## src/rtl/axil_wb_rdwr_arbiter.sv

```systemverilog
// Arbitrates one pipelined Wishbone slave between an AXI-lite read bridge (A) and write bridge (B).
// Optional ack timeout enabled by defining WB_RDWR_ARB_TIMEOUT_EN.
module axil_wb_rdwr_arbiter #(
  parameter int AW        = 26,
  parameter int DW        = 32,
  parameter int LGMAXOUT  = 3,
  parameter int LGTIMEOUT = 10
) (
  input  logic              i_clk,
  input  logic              i_axi_reset_n,
  // read master
  input  logic              i_a_cyc,
  input  logic              i_a_stb,
  input  logic [AW-1:0]     i_a_addr,
  output logic              o_a_stall,
  output logic              o_a_ack,
  output logic              o_a_err,
  output logic [DW-1:0]     o_a_data,
  // write master
  input  logic              i_b_cyc,
  input  logic              i_b_stb,
  input  logic [AW-1:0]     i_b_addr,
  input  logic [DW-1:0]     i_b_data,
  input  logic [DW/8-1:0]   i_b_sel,
  output logic              o_b_stall,
  output logic              o_b_ack,
  output logic              o_b_err,
  // shared slave bus
  output logic              o_wb_cyc,
  output logic              o_wb_stb,
  output logic              o_wb_we,
  output logic [AW-1:0]     o_wb_addr,
  output logic [DW-1:0]     o_wb_data,
  output logic [DW/8-1:0]   o_wb_sel,
  input  logic              i_wb_stall,
  input  logic              i_wb_ack,
  input  logic              i_wb_err,
  input  logic [DW-1:0]     i_wb_data
);

  typedef enum logic [1:0] {
    IDLE    = 2'd0,
    GRANT_A = 2'd1,
    GRANT_B = 2'd2
  } state_t;

  localparam logic [LGMAXOUT:0] MAXOUT  = {1'b1, {LGMAXOUT{1'b0}}};
  localparam logic [LGMAXOUT:0] OUT_ONE = {{LGMAXOUT{1'b0}}, 1'b1};

  state_t            state_q, state_d;
  logic              last_owner_b_q, last_owner_b_d;
  logic [LGMAXOUT:0] outstanding_q;
  logic              cap_hit;
  logic              accept;
  logic              timeout;

  // An ack in the same cycle frees a slot, so it does not count toward the cap.
  assign cap_hit  = (outstanding_q == MAXOUT) && !i_wb_ack;
  assign accept   = o_wb_stb && !i_wb_stall;
  assign o_a_data = i_wb_data;

`ifdef WB_RDWR_ARB_TIMEOUT_EN
  localparam logic [LGTIMEOUT-1:0] TMR_MAX = '1;
  localparam logic [LGTIMEOUT-1:0] TMR_ONE = {{(LGTIMEOUT-1){1'b0}}, 1'b1};

  logic [LGTIMEOUT-1:0] timer_q;

  assign timeout = (state_q != IDLE) && (timer_q == TMR_MAX);

  always_ff @(posedge i_clk or negedge i_axi_reset_n) begin
    if (!i_axi_reset_n) begin
      timer_q <= '0;
    end else if (timeout || i_wb_ack || i_wb_err || (outstanding_q == '0)) begin
      timer_q <= '0;
    end else begin
      timer_q <= timer_q + TMR_ONE;
    end
  end
`else
  logic unused_cfg;

  assign timeout    = 1'b0;
  assign unused_cfg = (LGTIMEOUT > 0);
`endif

  always_ff @(posedge i_clk or negedge i_axi_reset_n) begin
    if (!i_axi_reset_n) begin
      state_q        <= IDLE;
      last_owner_b_q <= 1'b1;
    end else begin
      state_q        <= state_d;
      last_owner_b_q <= last_owner_b_d;
    end
  end

  // Outstanding count; a bus error ends the transaction sequence and forgets everything in flight.
  always_ff @(posedge i_clk or negedge i_axi_reset_n) begin
    if (!i_axi_reset_n) begin
      outstanding_q <= '0;
    end else if (!o_wb_cyc || i_wb_err) begin
      outstanding_q <= '0;
    end else if (accept && !i_wb_ack) begin
      outstanding_q <= outstanding_q + OUT_ONE;
    end else if (!accept && i_wb_ack && (outstanding_q != '0)) begin
      outstanding_q <= outstanding_q - OUT_ONE;
    end
  end

  always_comb begin
    state_d        = state_q;
    last_owner_b_d = last_owner_b_q;
    o_wb_cyc       = 1'b0;
    o_wb_stb       = 1'b0;
    o_wb_we        = 1'b0;
    o_wb_addr      = '0;
    o_wb_data      = '0;
    o_wb_sel       = '0;
    o_a_stall      = 1'b1;
    o_b_stall      = 1'b1;
    o_a_ack        = 1'b0;
    o_a_err        = 1'b0;
    o_b_ack        = 1'b0;
    o_b_err        = 1'b0;

    case (state_q)
      IDLE: begin
        if (i_a_cyc && i_b_cyc) begin
          state_d = last_owner_b_q ? GRANT_A : GRANT_B;
        end else if (i_a_cyc) begin
          state_d = GRANT_A;
        end else if (i_b_cyc) begin
          state_d = GRANT_B;
        end
      end

      GRANT_A: begin
        o_wb_cyc  = i_a_cyc;
        o_wb_stb  = i_a_stb && !cap_hit;
        o_wb_addr = i_a_addr;
        o_wb_sel  = '1;
        o_a_stall = i_wb_stall || cap_hit;
        o_a_ack   = i_a_cyc && i_wb_ack;
        o_a_err   = i_a_cyc && (i_wb_err || timeout);
        if (!i_a_cyc || timeout) begin
          state_d        = IDLE;
          last_owner_b_d = 1'b0;
        end
      end

      GRANT_B: begin
        o_wb_cyc  = i_b_cyc;
        o_wb_stb  = i_b_stb && !cap_hit;
        o_wb_we   = 1'b1;
        o_wb_addr = i_b_addr;
        o_wb_data = i_b_data;
        o_wb_sel  = i_b_sel;
        o_b_stall = i_wb_stall || cap_hit;
        o_b_ack   = i_b_cyc && i_wb_ack;
        o_b_err   = i_b_cyc && (i_wb_err || timeout);
        if (!i_b_cyc || timeout) begin
          state_d        = IDLE;
          last_owner_b_d = 1'b1;
        end
      end

      default: begin
        state_d = IDLE;
      end
    endcase
  end

endmodule
```

## config.mk

```make
export PLATFORM = sky130hd
export DESIGN_NAME = axil_wb_rdwr_arbiter
export DESIGN_NICKNAME = d
export VERILOG_FILES = /design/src/rtl/axil_wb_rdwr_arbiter.sv
export SDC_FILE = /design/constraint.sdc
export NUM_CORES = 1
export LEC_CHECK = 0
export ABC_AREA = 1
export BUFFER_PORTS_ARGS = -buffer_cell sky130_fd_sc_hd__buf_4
export CAP_MARGIN = 15
export CELL_PAD_IN_SITES_DETAIL_PLACEMENT = 1
export CELL_PAD_IN_SITES_GLOBAL_PLACEMENT = 1
export CORE_MARGIN = 10
export CORE_UTILIZATION = 15
export CTS_BUF_LIST = sky130_fd_sc_hd__clkbuf_4
export DETAILED_ROUTE_END_ITERATION = 8
export PLACE_DENSITY_LB_ADDON = 0.2
export SETUP_SLACK_MARGIN = 0.1
export SYNTH_ARGS = -nofsm -noshare
export SYNTH_HDL_FRONTEND = slang
export SYNTH_SLANG_ARGS = --single-unit
```

## constraint.sdc

```tcl
create_clock -name i_clk -period 2 [get_ports i_clk]
set_input_delay 0.4 -clock i_clk [delete_from_list [all_inputs] [get_ports i_clk]]
set_output_delay 0.4 -clock i_clk [all_outputs]
set_load 0.03 [all_outputs]
```

==> run_results.csv <==
group,metric,value,unit
worst_setup_path,startpoint_type,"flip-flop",
timing,hold_viol,0,
place,place_congestion,0.753,
layout,nNetsFinal,577,
worst_setup_path,rr_worst_depth,17,
floorplan,coreArea,0.00991,mm^2
drt,drt_iter0_drc,79,
layout,drive_gt1_share,63.9,%
yosys,yosysWarnings,0,
timing,timing.max_slew.rel_slack,73.2,%
cts,ctsHtreeMaxLevel,1,
flow_run,cap_violations,0,
layout,fin_area,0.00386,mm^2
timing,min_period_over_period,105,%
drt,vias,2339,
power_and_ir_drop,leakagePower,1.90,nW
timing,finClkSkew,3.84,ps
timing,timing.fmax,477,MHz
cts,cts_tree,"done",
cts,clockBufferDepth,2,
place,dpl.hpwl,7200,um
layout,syn2layout_area_growth,151,%
global_routing,grtUsageTotal,11.1,%
cts,cts-buffers-inserted,3,
status,violations,"negative setup slack",
yosys,yosysSeqAreaShare,11.5,%
floorplan,pin_count,232,
floorplan,initial_utilization,15.5,%
yosys,synth_top_area_share,25.1,%
cts,clk_latency,250,ps
place,dp.cells,549,
place,post-place-ws,-10.5,ps
cts,cts.sinks,7,
timing,period_needed,2090,ps
power_and_ir_drop,powerDensity,1280,mW/mm^2
yosys,synthesis.nets,418,
yosys,synthCells,283,
floorplan,die_x,121,um
timing,rsz0062_at_grt,"true",
worst_setup_path,crit_arrival,1690,ps
global_routing,grt_antenna_before_repair,0,
place,portBuffers,167,
yosys,synth_area_leaders,"nand2_1 25%, buf_4 16%, inv_1 11%",
timing,finalSetupViolCount,38,
layout,finalNonFillerCells,574,
drt,wl_per_cell,16.0,um
worst_setup_path,r2r-start,"state_q[1]",
timing,slew_violations,0,
status,status,"finished with violations",
floorplan,dieHeight,121,um
hold_path,hp-class,"in2async",
global_routing,grt_max_degree,27,
worst_setup_path,regToRegSetupSlack,-70,ps
yosys,ys_ff_latch,7,
global_routing,grt_pass1_vias,2494,
timing,fin_hold_ws,504,ps
power_and_ir_drop,ir_drop,0.551,mV
floorplan,num_rows,36,
place,place_area,0.00315,mm^2
drt,route.antenna.remaining_nets,0,
worst_setup_path,reg2reg_to,"outstanding_q[3]",
drt,via_per_inst,4.07,
worst_setup_path,cp_max_fo,7,
worst_setup_path,required,1600,ps
cts,path_clk_slew,60,ps
drt,postRouteWirelength,9200,um
worst_setup_path,end_kind,"output pin",
yosys,synth_cell_type_count,28,
yosys,syn_area,0.00154,mm^2
global_routing,overflow,0,
worst_setup_path,critPathKind,"reg2out",
drt,drt_first_pass_iters,3,
floorplan,fp.dieArea,0.0147,mm^2
timing,post-route-worst-setup-slack,-94.7,ps
cts,clockRootBuffer,"clkbuf_4",
drt,post-route-drc-count,0,
yosys,avgSynthCellArea,5.44,um^2
layout,antenna_cells,0,
timing,worst_slew_pin_slew,402,ps
yosys,synth.largest_area_cell,"nand2_1",
global_routing,grt_first_pass_wirelength,13400,um
==> Yosys cell counts <==
master	n
a21oi_1	33
a31oi_1	1
buf_1	5
buf_2	1
buf_4	32
buf_6	1
clkbuf_1	6
clkinv_1	1
dfrtp_1	6
dfstp_2	1
fa_1	1
ha_1	5
inv_1	45
inv_2	3
nand2_1	103
nand2_2	3
nand3_1	6
nand3_2	2
nand3b_1	1
nand4_1	2
nand4_4	1
nor2_1	10
nor2_2	1
nor2_4	3
nor3_1	1
o21ai_0	5
o21ai_1	3
xor2_1	1
==> critical path, stage by stage (launching register included) <==
cell     delay [ps]
dfrtp_1         390
inv_2           110
ha_4            180
buf_4           130
buf_12          140
buf_16          140
nand2_1          70
a21oi_2         130
buf_6           140
==> power breakdown <==
group	internal, mW	switching, mW	leakage, nW
logic	2.03	2.56	1.79
registers	0.186	0.0311	0.0918
clock network	0.0903	0.0621	0.0184
==> cell families after synthesis <==
kind of cell    Yosys count  share of synthesized area, %
fa+ha+maj                 6                          5.36
simple gates            133                          37.6
compound gates           42                          13.7
flops                     7                          11.5
buf+inv                  94                          31.3
xor+xnor                  1                         0.569
==> stage by stage <==
step	utilization [%]	setup TNS [ps]	total power, mW
after floorplan	-	0	2.65
after global placement	31.8	0	3.79
after detailed placement	31.8	-10.5	3.83
after CTS	37.0	-1480	4.79
after global routing	38.9	-6380	5.30
final	38.9	-1040	4.96
==> what timing repair did <==
item	4_1_cts	5_1_grt
pin swaps	11	5
endpoints found under the hold margin	6	0
cloned	4	1
setup buffers	11	4
endpoints found under the setup margin	62	75
gates resized for setup	72	45
hold buffers	1	0
==> sequential cells by signal, indices dropped and copies added, names as in the netlist <==
| signal | count |
|---|---|
| outstanding_q | 4 |
| last_owner_b_q | 1 |
| state_q | 2 |
==> placed cells by master, fill, tap and decap left out, drive strengths merged <==
master	n
buf	197
nand2	106
inv	49
a21oi	33
nor2	14
nand3	8
o21ai	8
dfrtp	6
ha	5
clkbuf	5
nand4	3
nor3	1
a31oi	1
nand3b	1
xor2	1
fa	1
dlygate4sd3	1
dfstp	1
==> layout make-up <==
type | instances | area [um^2]
fillers | 1203 | 6050
repair buffers | 199 | 1940
multi-input cells | 182 | 1360
inverters | 49 | 186
flip-flops and latches | 7 | 176
well taps | 133 | 166
clock buffers | 4 | 30.0
==> worst max-delay path by stage <==
stage	start	to	slack, ps
global placement	state_q[0]	outstanding_q[3]	50
detailed placement	state_q[0]	outstanding_q[3]	-10
global route	state_q[0]	outstanding_q[3]	-200
finish	state_q[0]	o_wb_addr[0]	-90
floorplan	state_q[0]	outstanding_q[3]	20
CTS	state_q[1]	outstanding_q[3]	-80
==> layer usage <==
layer	track usage (%)	wire length (um)	vias up
met3	4.70	922	6
met4	1.34	39	0
met1	11.6	3380	1085
met5	0	0	-
met2	20.5	4850	109
li1	-	-	1139
No activity file was read; power rests on OpenSTA's default activity.
